## src/rtl/dmem_pkg.sv

```systemverilog
// dmem_pkg
// Shared definitions for the 16x8 data memory and its block-transfer engine.
// Provides the address/data/depth widths, the command mode and engine state
// enumerations, and a helper that clamps a requested byte count to the
// memory depth.
package dmem_pkg;

    localparam int ADDR_W = 4;
    localparam int DATA_W = 8;
    localparam int DEPTH  = 16;
    localparam int LEN_W  = 5;

    typedef enum logic [1:0] {
        COPY    = 2'd0,
        FILL    = 2'd1,
        COMPARE = 2'd2,
        NOP     = 2'd3
    } mode_e;

    typedef enum logic [1:0] {
        IDLE = 2'd0,
        RUN  = 2'd1,
        DONE = 2'd2
    } state_e;

    // A block can never be longer than the memory itself, so anything larger
    // is treated as a full-memory operation.
    function automatic logic [LEN_W-1:0] sat_len(input logic [LEN_W-1:0] len);
        return (len > LEN_W'(DEPTH)) ? LEN_W'(DEPTH) : len;
    endfunction

endpackage

```

## src/rtl/dmem_dma_if.sv

```systemverilog
// dmem_dma_if
// Bundles the command handshake and the data-memory port signals of the
// block-transfer engine.
//   cmd_valid/cmd_ready       command handshake
//   cmd_mode/src/dst/len/fill command fields
//   mem_we/waddr/wdata        memory write port
//   mem_raddr1/raddr2         memory read addresses
//   mem_rdata1/rdata2         combinational read data
// Modports:
//   master - the engine: takes commands, initiates memory accesses
//   slave  - the environment: issues commands, hosts the memory
interface dmem_dma_if;
    import dmem_pkg::*;

    logic                  cmd_valid;
    logic                  cmd_ready;
    logic [1:0]            cmd_mode;
    logic [ADDR_W-1:0]     cmd_src;
    logic [ADDR_W-1:0]     cmd_dst;
    logic [LEN_W-1:0]      cmd_len;
    logic [DATA_W-1:0]     cmd_fill;

    logic                  mem_we;
    logic [ADDR_W-1:0]     mem_waddr;
    logic [DATA_W-1:0]     mem_wdata;
    logic [ADDR_W-1:0]     mem_raddr1;
    logic [ADDR_W-1:0]     mem_raddr2;
    logic [DATA_W-1:0]     mem_rdata1;
    logic [DATA_W-1:0]     mem_rdata2;

    modport master (
        input  cmd_valid, cmd_mode, cmd_src, cmd_dst, cmd_len, cmd_fill,
        input  mem_rdata1, mem_rdata2,
        output cmd_ready,
        output mem_we, mem_waddr, mem_wdata, mem_raddr1, mem_raddr2
    );

    modport slave (
        output cmd_valid, cmd_mode, cmd_src, cmd_dst, cmd_len, cmd_fill,
        output mem_rdata1, mem_rdata2,
        input  cmd_ready,
        input  mem_we, mem_waddr, mem_wdata, mem_raddr1, mem_raddr2
    );

endinterface

```

## src/rtl/dmem_dma.sv

```systemverilog
// dmem_dma
// Command-driven block engine for the 16x8 data memory. Accepts one COPY,
// FILL or COMPARE command at a time and moves or checks one byte per cycle,
// finishing with a one-cycle done pulse.
// Ports:
//   clk, reset    clock and synchronous active-high reset
//   bus           dmem_dma_if.master: command handshake + memory ports
//   busy          command in progress (RUN or DONE)
//   done          one-cycle completion pulse
//   mismatch      COMPARE found a difference
//   mismatch_idx  offset of the first differing byte
//   checksum      mod-256 sum of bytes moved/read (only with
//                 DMEM_DMA_CHECKSUM_EN defined)
module dmem_dma
    import dmem_pkg::*;
(
    input  logic              clk,
    input  logic              reset,
    dmem_dma_if.master        bus,
    output logic              busy,
    output logic              done,
    output logic              mismatch,
    output logic [ADDR_W-1:0] mismatch_idx
`ifdef DMEM_DMA_CHECKSUM_EN
    ,
    output logic [DATA_W-1:0] checksum
`endif
);

    state_e            state;
    mode_e             mode_q;
    logic [ADDR_W-1:0] src_ptr;
    logic [ADDR_W-1:0] dst_ptr;
    logic [DATA_W-1:0] fill_q;
    logic [LEN_W-1:0]  len_q;
    logic [LEN_W-1:0]  idx_q;
    logic              ready_q;
    logic              busy_q;
    logic              done_q;
    logic              mismatch_q;
    logic [ADDR_W-1:0] mismatch_idx_q;
`ifdef DMEM_DMA_CHECKSUM_EN
    logic [DATA_W-1:0] checksum_q;
`endif

    logic              run;
    logic              we_int;
    logic [DATA_W-1:0] wdata_int;
    logic [LEN_W-1:0]  acc_len;
    mode_e             acc_mode;

    assign acc_len  = sat_len(bus.cmd_len);
    assign acc_mode = mode_e'(bus.cmd_mode);

    // Memory port decode. Pointers advance every RUN cycle, so the current
    // byte's addresses are simply the pointer registers. COPY data comes
    // straight from read port 1, which lets a byte written this cycle be
    // read back by the next cycle when the regions overlap.
    assign run       = (state == RUN);
    assign we_int    = run && (mode_q == COPY || mode_q == FILL);
    assign wdata_int = (mode_q == COPY) ? bus.mem_rdata1 : fill_q;

    // The write enable is masked by reset directly so a reset arriving
    // mid-block can never commit the in-flight byte.
    assign bus.mem_we     = we_int && !reset;
    assign bus.mem_wdata  = (we_int && !reset) ? wdata_int : '0;
    assign bus.mem_waddr  = we_int ? dst_ptr : '0;
    assign bus.mem_raddr1 = (run && (mode_q == COPY || mode_q == COMPARE)) ? src_ptr : '0;
    assign bus.mem_raddr2 = (run && mode_q == COMPARE) ? dst_ptr : '0;

    assign bus.cmd_ready  = ready_q;
    assign busy           = busy_q;
    assign done           = done_q;
    assign mismatch       = mismatch_q;
    assign mismatch_idx   = mismatch_idx_q;
`ifdef DMEM_DMA_CHECKSUM_EN
    assign checksum       = checksum_q;
`endif

    // Engine FSM. Empty and reserved-mode commands skip RUN entirely and go
    // straight to the done pulse. Result registers are only cleared on the
    // next accept so software can read them any time after done.
    always_ff @(posedge clk) begin
        if (reset) begin
            state          <= IDLE;
            mode_q         <= COPY;
            src_ptr        <= '0;
            dst_ptr        <= '0;
            fill_q         <= '0;
            len_q          <= '0;
            idx_q          <= '0;
            ready_q        <= 1'b1;
            busy_q         <= 1'b0;
            done_q         <= 1'b0;
            mismatch_q     <= 1'b0;
            mismatch_idx_q <= '0;
`ifdef DMEM_DMA_CHECKSUM_EN
            checksum_q     <= '0;
`endif
        end else begin
            case (state)
                IDLE: begin
                    done_q <= 1'b0;
                    if (bus.cmd_valid && ready_q) begin
                        mode_q         <= acc_mode;
                        src_ptr        <= bus.cmd_src;
                        dst_ptr        <= bus.cmd_dst;
                        fill_q         <= bus.cmd_fill;
                        len_q          <= acc_len;
                        idx_q          <= '0;
                        ready_q        <= 1'b0;
                        busy_q         <= 1'b1;
                        mismatch_q     <= 1'b0;
                        mismatch_idx_q <= '0;
`ifdef DMEM_DMA_CHECKSUM_EN
                        checksum_q     <= '0;
`endif
                        if (acc_len == '0 || acc_mode == NOP) begin
                            state  <= DONE;
                            done_q <= 1'b1;
                        end else begin
                            state  <= RUN;
                        end
                    end
                end

                RUN: begin
                    idx_q   <= idx_q + LEN_W'(1);
                    src_ptr <= src_ptr + ADDR_W'(1);
                    dst_ptr <= dst_ptr + ADDR_W'(1);
                    // Only the first difference is recorded; the block still
                    // runs to its full length.
                    if (mode_q == COMPARE && !mismatch_q &&
                        bus.mem_rdata1 != bus.mem_rdata2) begin
                        mismatch_q     <= 1'b1;
                        mismatch_idx_q <= idx_q[ADDR_W-1:0];
                    end
`ifdef DMEM_DMA_CHECKSUM_EN
                    checksum_q <= checksum_q +
                                  ((mode_q == COMPARE) ? bus.mem_rdata1 : wdata_int);
`endif
                    if (idx_q + LEN_W'(1) == len_q) begin
                        state  <= DONE;
                        done_q <= 1'b1;
                    end
                end

                DONE: begin
                    state   <= IDLE;
                    done_q  <= 1'b0;
                    busy_q  <= 1'b0;
                    ready_q <= 1'b1;
                end

                default: begin
                    state   <= IDLE;
                    done_q  <= 1'b0;
                    busy_q  <= 1'b0;
                    ready_q <= 1'b1;
                end
            endcase
        end
    end

endmodule

```

## src/flat_wrapper.sv

```systemverilog
// flat-port wrapper written by rule: the top's interface ports become plain ports
module dmem_dma_flat import dmem_pkg::*;
  (clk, reset, busy, done, mismatch, mismatch_idx, bus_cmd_valid, bus_cmd_mode, bus_cmd_src, bus_cmd_dst, bus_cmd_len, bus_cmd_fill, bus_mem_rdata1, bus_mem_rdata2, bus_cmd_ready, bus_mem_we, bus_mem_waddr, bus_mem_wdata, bus_mem_raddr1, bus_mem_raddr2);
  dmem_dma_if bus_i ();
  input  logic clk;
  input  logic reset;
  output logic busy;
  output logic done;
  output logic mismatch;
  output logic [ADDR_W-1:0] mismatch_idx;
  input wire logic [$bits(bus_i.cmd_valid)-1:0] bus_cmd_valid;
  input wire logic [$bits(bus_i.cmd_mode)-1:0] bus_cmd_mode;
  input wire logic [$bits(bus_i.cmd_src)-1:0] bus_cmd_src;
  input wire logic [$bits(bus_i.cmd_dst)-1:0] bus_cmd_dst;
  input wire logic [$bits(bus_i.cmd_len)-1:0] bus_cmd_len;
  input wire logic [$bits(bus_i.cmd_fill)-1:0] bus_cmd_fill;
  input wire logic [$bits(bus_i.mem_rdata1)-1:0] bus_mem_rdata1;
  input wire logic [$bits(bus_i.mem_rdata2)-1:0] bus_mem_rdata2;
  output wire logic [$bits(bus_i.cmd_ready)-1:0] bus_cmd_ready;
  output wire logic [$bits(bus_i.mem_we)-1:0] bus_mem_we;
  output wire logic [$bits(bus_i.mem_waddr)-1:0] bus_mem_waddr;
  output wire logic [$bits(bus_i.mem_wdata)-1:0] bus_mem_wdata;
  output wire logic [$bits(bus_i.mem_raddr1)-1:0] bus_mem_raddr1;
  output wire logic [$bits(bus_i.mem_raddr2)-1:0] bus_mem_raddr2;
  assign bus_i.cmd_valid = bus_cmd_valid;
  assign bus_i.cmd_mode = bus_cmd_mode;
  assign bus_i.cmd_src = bus_cmd_src;
  assign bus_i.cmd_dst = bus_cmd_dst;
  assign bus_i.cmd_len = bus_cmd_len;
  assign bus_i.cmd_fill = bus_cmd_fill;
  assign bus_i.mem_rdata1 = bus_mem_rdata1;
  assign bus_i.mem_rdata2 = bus_mem_rdata2;
  assign bus_cmd_ready = bus_i.cmd_ready;
  assign bus_mem_we = bus_i.mem_we;
  assign bus_mem_waddr = bus_i.mem_waddr;
  assign bus_mem_wdata = bus_i.mem_wdata;
  assign bus_mem_raddr1 = bus_i.mem_raddr1;
  assign bus_mem_raddr2 = bus_i.mem_raddr2;
  dmem_dma u_core (.clk(clk), .reset(reset), .bus(bus_i), .busy(busy), .done(done), .mismatch(mismatch), .mismatch_idx(mismatch_idx));
endmodule
```

## config.mk

```make
export PLATFORM = sky130hd
export DESIGN_NAME = dmem_dma_flat
export DESIGN_NICKNAME = d
export VERILOG_FILES = /design/src/rtl/dmem_pkg.sv /design/src/rtl/dmem_dma_if.sv /design/src/rtl/dmem_dma.sv /design/src/flat_wrapper.sv
export SDC_FILE = /design/constraint.sdc
export NUM_CORES = 1
export LEC_CHECK = 0
export ABC_AREA = 1
export CAP_MARGIN = 20
export CORE_ASPECT_RATIO = 1.1
export CORE_MARGIN = 2
export CORE_UTILIZATION = 46
export DETAILED_ROUTE_END_ITERATION = 8
export MAX_ROUTING_LAYER = met4
export PLACE_DENSITY_LB_ADDON = 0.25
export SLEW_MARGIN = 5
export SYNTH_ARGS = -nofsm -noshare
export SYNTH_HDL_FRONTEND = slang
export SYNTH_SLANG_ARGS = --single-unit
```

## constraint.sdc

```tcl
create_clock -name clk -period 1.64 [get_ports clk]
set_clock_uncertainty 0.05 [all_clocks]
set_input_delay 0.246 -clock clk [delete_from_list [all_inputs] [get_ports clk]]
set_output_delay 0.246 -clock clk [all_outputs]
set_load 0.05 [all_outputs]
```

== Yosys cells after proc, flatten, opt, wreduce, memory -nomap -nowiden ==
Index checks and enable logic that the tools add are counted.

* $add $sub $neg: 3
* Equality and inequality tests: 9
* Bitwise operators: 1
* Magnitude comparators: 1
* Multiplexer cells: 29
* Reduce and logical (&&, ||, !) cells: 21

{| class="wikitable"
|+ Operators with widths
! kind !! count
|-
| two-way mux 4 bit || 7
|-
| one-hot mux 4 bit (2 select lines) || 3
|-
| two-way mux 8 bit || 2
|-
| two-way mux 5 bit || 2
|-
| one-hot mux 5 bit (2 select lines) || 1
|-
| adder 4 x 1 -> 4 bit, second input constant || 2
|-
| != test 8 bit || 1
|-
| one-hot mux 1 bit (2 select lines) || 4
|-
| AND reduction 2 bit || 4
|-
| logical AND 1 bit || 7
|-
| two-way mux 1 bit || 6
|-
| two-way mux 2 bit || 3
|-
| adder 5 x 1 -> 5 bit, second input constant || 1
|-
| == test 5 bit || 1
|-
| greater-than comparator 5 bit, second input constant || 1
|-
| zero test 5 bit || 1
|-
| == test 2 x 1 -> 1 bit, second input constant || 2
|-
| == test 2 bit, second input constant || 2
|-
| zero test 2 bit || 2
|-
| != test 2 bit, second input constant || 2
|-
| one-hot mux 2 bit (2 select lines) || 1
|-
| logical OR 1 bit || 3
|-
| AND reduction 3 bit || 1
|-
| zero test 1 bit || 2
|-
| 3 further kinds || 3
|}

* Register bits after elaboration: 38
* Output and inout bits: 29
* Word-level logic and storage cells: 76

== Logic depth before layout (Yosys ltp) ==
* Word-level depth: 7
* Gate-level depth with buffers: 11

== Worst setup path before layout ==
Ideal clock, no wire load.

* Kind: register to output
* Start point: reg u_core.state[0]
* End point: out bus_mem_raddr1[0]
* Path slack: -0.210 ns
* Stages on the path, launching flop included: 6
* Required time: 1.344 ns
* Arrival: 1.554 ns
* Path through: dfxtp_1 inv_2 nor2_4 inv_2 or2_2 nor2_1

* Cells in the longest elaborated chain, start to end: 3

{| class="wikitable"
|+ Ends and longest elaborated chain
! what !! line !! RTL
|-
| start, declared || dmem_dma.sv:30 || <nowiki>state_e state;</nowiki>
|-
| start signal, assigned || dmem_dma.sv:85 || <nowiki>state <= IDLE;</nowiki>
|-
| start signal, assigned || dmem_dma.sv:119 || <nowiki>state <= DONE;</nowiki>
|-
| start signal, assigned || dmem_dma.sv:122 || <nowiki>state <= RUN;</nowiki>
|-
| == test 2 x 1 -> 1 bit || dmem_dma.sv:59 || <nowiki>assign run = (state == RUN);</nowiki>
|-
| logical AND 1 bit || dmem_dma.sv:68 || <nowiki>assign bus.mem_raddr1 = (run && (mode_q == COPY || mode_q == COMPARE)) ? src_ptr : '0;</nowiki>
|-
| two-way mux 4 bit || dmem_dma.sv:68 ||
|-
| end, declared || flat_wrapper.sv:23 || <nowiki>output wire logic [$bits(bus_i.mem_raddr1)-1:0] bus_mem_raddr1;</nowiki>
|}

Every way passes these cells.

== Worst setup path in the final report ==
* Start point: reg u_core.mode_q[0]
* End point: out bus_mem_wdata[6]

* Cells in the longest elaborated chain, start to end: 5
* Elaborated cells on any way between the ends: 7
* Classes of those cells: 1 x eq/ne; 2 x mux; 4 x reduce/logical

{| class="wikitable"
|+ Ends and longest elaborated chain
! what !! line !! RTL
|-
| start, declared || dmem_dma.sv:31 || <nowiki>mode_e mode_q;</nowiki>
|-
| start signal, assigned || dmem_dma.sv:105 || <nowiki>mode_q <= acc_mode;</nowiki>
|-
| == test 2 x 1 -> 1 bit or zero test 2 bit (tied branches) || dmem_dma.sv:60, dmem_dma.sv:61 ||
|-
| logical OR 1 bit || dmem_dma.sv:60 || <nowiki>assign we_int = run && (mode_q == COPY || mode_q == FILL);</nowiki>
|-
| logical AND 1 bit || dmem_dma.sv:60 ||
|-
| logical AND 1 bit || dmem_dma.sv:66 || <nowiki>assign bus.mem_wdata = (we_int && !reset) ? wdata_int : '0;</nowiki>
|-
| two-way mux 8 bit (*) || dmem_dma.sv:66 ||
|-
| end, declared || flat_wrapper.sv:22 || <nowiki>output wire logic [$bits(bus_i.mem_wdata)-1:0] bus_mem_wdata;</nowiki>
|}

Every way passes the cells marked *; elsewhere a longest branch is shown, timed or not.

==> results.txt <==
----------------------------------------------------
[Power]
  Sequential share of power ... around 33%
  Power per cell area ... ~980 nW/um2
  Power Total ... approximately 3.6 mW
  Sw Share ... 37.9%
  Cell internal pwr ... between 2 and 2.5 mW
  Leakage ... around 1.5 nW
  Clock group share of total power ... 22.4%
  Sw Pwr ... 1.36 mW
  Maximum ir drop on the vdd rail ... 0.688 mV
  Power share of the combinational group ... 45.1%

[Detailed routing]
  DRT iter0 DRCs ... 97
  Router iterations before antenna repair ... 4
  Wire length on met3 ... between 400 and 500 um
  Met1 routed wirelength after detailed routing ... approximately 2.5 mm
  Via-to-Cell Ratio ... about 5.2
  Top Metal Used ... met4
  Number of vias after detailed routing ... 2411
  Length of routed met2 wiring ... 3.62 mm
  Routed wire per std cell ... 14.7 um
  Antenna Violating Nets Remaining ... 0
  Final Routed Wirelength ... 6.77 mm
  Remaining routing DRC violations ... 0

[Die]
  Die X-Extent ... around 69 um
  Rows ... 25
  Core Area ... 4380 um2
  Starting utilization of the core area ... 48.5%
  Total die area ... approximately 5200 um2
  Vertical die dimension ... 75.3 um
  Count of pins on the block boundary ... 71

[Clock tree]
  Clock tree from TritonCTS ... done
  Register clock-pin slew on the reported worst setup and hold paths ... 80 ps
  # hold bufs at CTS ... 0
  # H-tree levels ... 2
  Maximum clock insertion buffer count ... 2
  Clk sinks ... 38
  Clk_lat worst skew ... approximately 300 ps
  Num CTS Buffers ... 5
  Clock tree root driver cell ... clkbuf_8

[STA]
  Tmin final ... 1860 ps
  Hold Fails Final Rpt ... 0
  Worst hold slack across all endpoints ... about 410 ps
  Unrepaired setup endpoints after global routing ... true
  Worst-Margin Slew ... between 200 and 250 ps
  Ratio of final minimum period to clock period ... 113%
  Maximum achievable frequency ... 538 MHz
  Least setup slack across all paths after layout ... -219 ps
  Number of setup violations in the final report ... 17
  Tightest slew margin relative to the limit ... a little over four fifths
  Final slew viol count ... 0

[Setup path]
  Depth of the worst register-to-register path ... 9
  Type of the worst setup path ... register to output pin
  Crit Reg-Reg Startpoint ... u_core.state[0]$_SDFFE_PP0P_
  Kind of end point of the critical path ... output pin
  Worst setup path start ... u_core.mode_q[0]$_SDFFE_PP0P_
  End point of the critical path ... bus_mem_wdata[6]
  Reg2reg setup slack ... around 50 ps
  Worst EP arrival ... approximately 1600 ps
  Startpoint Class ... register
  Endpoint of the worst-slack reg-to-reg timing path ... u_core.dst_ptr[3]$_SDFFE_PP0P_
  Crit path required time ... about 1300 ps
  Crit-path max FO ... 8

[Synth]
  Async set-reset flop share out of synthesis ... 0%
  Syn_area_per_cell ... a little under 7 um2
  Syn Inst Count ... 311
  Number of register bits inferred by synthesis ... 38
  Synth Net Count ... around 360
  Sequential fraction of the synthesis area ... between 30 and 40%
  Total of warnings raised by yosys ... 0
  Number of distinct standard cells referenced by the synthesized netlist ... 31
  Number of enable-type register cells in the synthesized netlist ... 0
  Cell area after synthesis ... ~2100 um2
  Top_reg_cell synth ... dfxtp_1

[GRT]
  GRT overflow ... 0
  Global-route wire length before repair ... about 10 mm
  Largest net degree at the start of global routing ... 17
  Total Routing Usage GR ... about 28%
  Vias in the first global route ... about 2300
  Antenna violations before repair ... 0

[Placement]
  GP Congestion ... about 0.84
  Pre-CTS worst setup slack ... -81.4 ps
  Number of port buffers ... 70
  Half-perimeter wire length after detailed placement ... 4.34 mm
  Count of placed standard cells including taps ... between 400 and 500

[Cells and area]
  Number of filler cells placed in the layout ... between 200 and 300
  Leading cell type in the layout, fill and taps excluded ... nand2_1
  Total number of nets in the final design ... 450
  Final standard cell count with taps included and fillers excluded ... between 400 and 500
  Area delta synth->final ... 72.8%
  Number of antenna repair diodes ... 0
  Share of cells above drive strength 1 ... 31.3%
  Commonest cells after routing, fill and taps aside ... nand2_1 (64), clkdlybuf4s50_1 (41), dfxtp_1 (34)

[Run]
  Max Cap Violations ... 0

[Status]
  Result of the run ... finished, violations left
  Failing checks ... setup timing

[Min path]
  Kind of path behind the tightest hold check ... register to register

----------------------------------------------------
[routing by layer]
metal,track usage [%],vias up
li1,-,1172
met1,29.9,1136
met2,49.6,89
met3,6.58,14
met4,10.9,0
met5,-,-
[synthesized netlist by cell type (3+ instances only)]
master / count / area [um2]
a21oi_1: 21 / 105
nand2_1: 73 / 274
nand3_1: 16 / 80.1
a22oi_1: 3 / 22.5
o21ai_0: 16 / 80.1
nand2_2: 3 / 18.8
inv_2: 4 / 15.0
inv_1: 42 / 158
buf_2: 3 / 15.0
nor2_1: 45 / 169
nor2_4: 4 / 45.0
ha_1: 3 / 37.5
mux2_2: 8 / 90.1
dfxtp_1: 38 / 761
xnor2_1: 7 / 61.3
[worst min-delay path by stage]
stage / from / slack (ps) / end / depth (start not counted)
after floorplan: bus_cmd_len[0] / 340 / u_core.len_q[0]$_SDFFE_PP0P_ / 2
after global placement: u_core.busy$_SDFFE_PP0P_ / 390 / u_core.busy$_SDFFE_PP0P_ / 2
after detailed placement: u_core.busy$_SDFFE_PP0P_ / 400 / u_core.busy$_SDFFE_PP0P_ / 2
after CTS: u_core.busy$_SDFFE_PP0P_ / 410 / u_core.busy$_SDFFE_PP0P_ / 2
after global routing: u_core.busy$_SDFFE_PP0P_ / 420 / u_core.busy$_SDFFE_PP0P_ / 2
final: u_core.busy$_SDFFE_PP0P_ / 410 / u_core.busy$_SDFFE_PP0P_ / 2
[flip-flops by register name, indices dropped and copies added (netlist names)]
| name | count |
|---|---|
| u_core.dst_ptr | 4 |
| u_core.fill_q | 8 |
| u_core.mode_q | 2 |
| u_core.state | 2 |
| u_core.done | 1 |
| u_core.mismatch_idx | 4 |
| u_core.src_ptr | 4 |
| u_core.len_q | 5 |
| u_core.bus.cmd_ready | 1 |
| u_core.busy | 1 |
| u_core.mismatch | 1 |
| u_core.idx_q | 5 |
[critical path: stages, from the launching register on]
cell and delay (ps):
dfxtp_4 360, nor2_4 120, buf_12 140, mux2_4 320, nand2_4 70, clkinvlp_4 100, buf_12 150
[kinds of logic after synthesis]
kind of cell	share of synthesized area (%)
buf+inv	11.0
xor+xnor	2.89
mux	4.24
flops	35.8
fa+ha+maj	1.77
compound gates	13.4
simple gates	30.9
[power by group through the flow]
stage	clock, mW	combinational, mW	sequential, mW
finish	0.806	1.62	1.17
global route	0.852	1.75	1.18
CTS	0.804	1.52	1.16
detailed placement	0	1.33	1.17
global placement	0	1.30	1.16
floorplan	0	0.733	1.26
[cell type report]
| type | count | area [um2] | area share (%) |
|---|---|---|---|
| clock inverters | 3 | 40.0 | 1.09 |
| multi-input cells | 218 | 1370 | 37.2 |
| well taps | 54 | 67.6 | 1.84 |
| clock buffers | 5 | 68.8 | 1.88 |
| flip-flops and latches | 38 | 768 | 20.9 |
| inverters | 46 | 203 | 5.52 |
| repair buffers | 96 | 1160 | 31.5 |
[repair_timing]
| item | 4_1_cts | 5_1_grt |
|---|---|---|
| setup buffers | 9 | 1 |
| pin swaps | 12 | 11 |
| endpoints found under the setup margin | 21 | 24 |
| gates resized for setup | 41 | 20 |
| cloned | 1 | 0 |
[through the flow]
stage	TNS, ps	area [um2]	utilization, %
CTS	-2180	3580	81.9
global route	-3280	3670	83.8
finish	-2560	3670	83.8
floorplan	-2320	2180	-
global placement	-509	3220	73.5
detailed placement	-566	3220	73.5
Note: power is estimated with default switching activity, not from simulation.
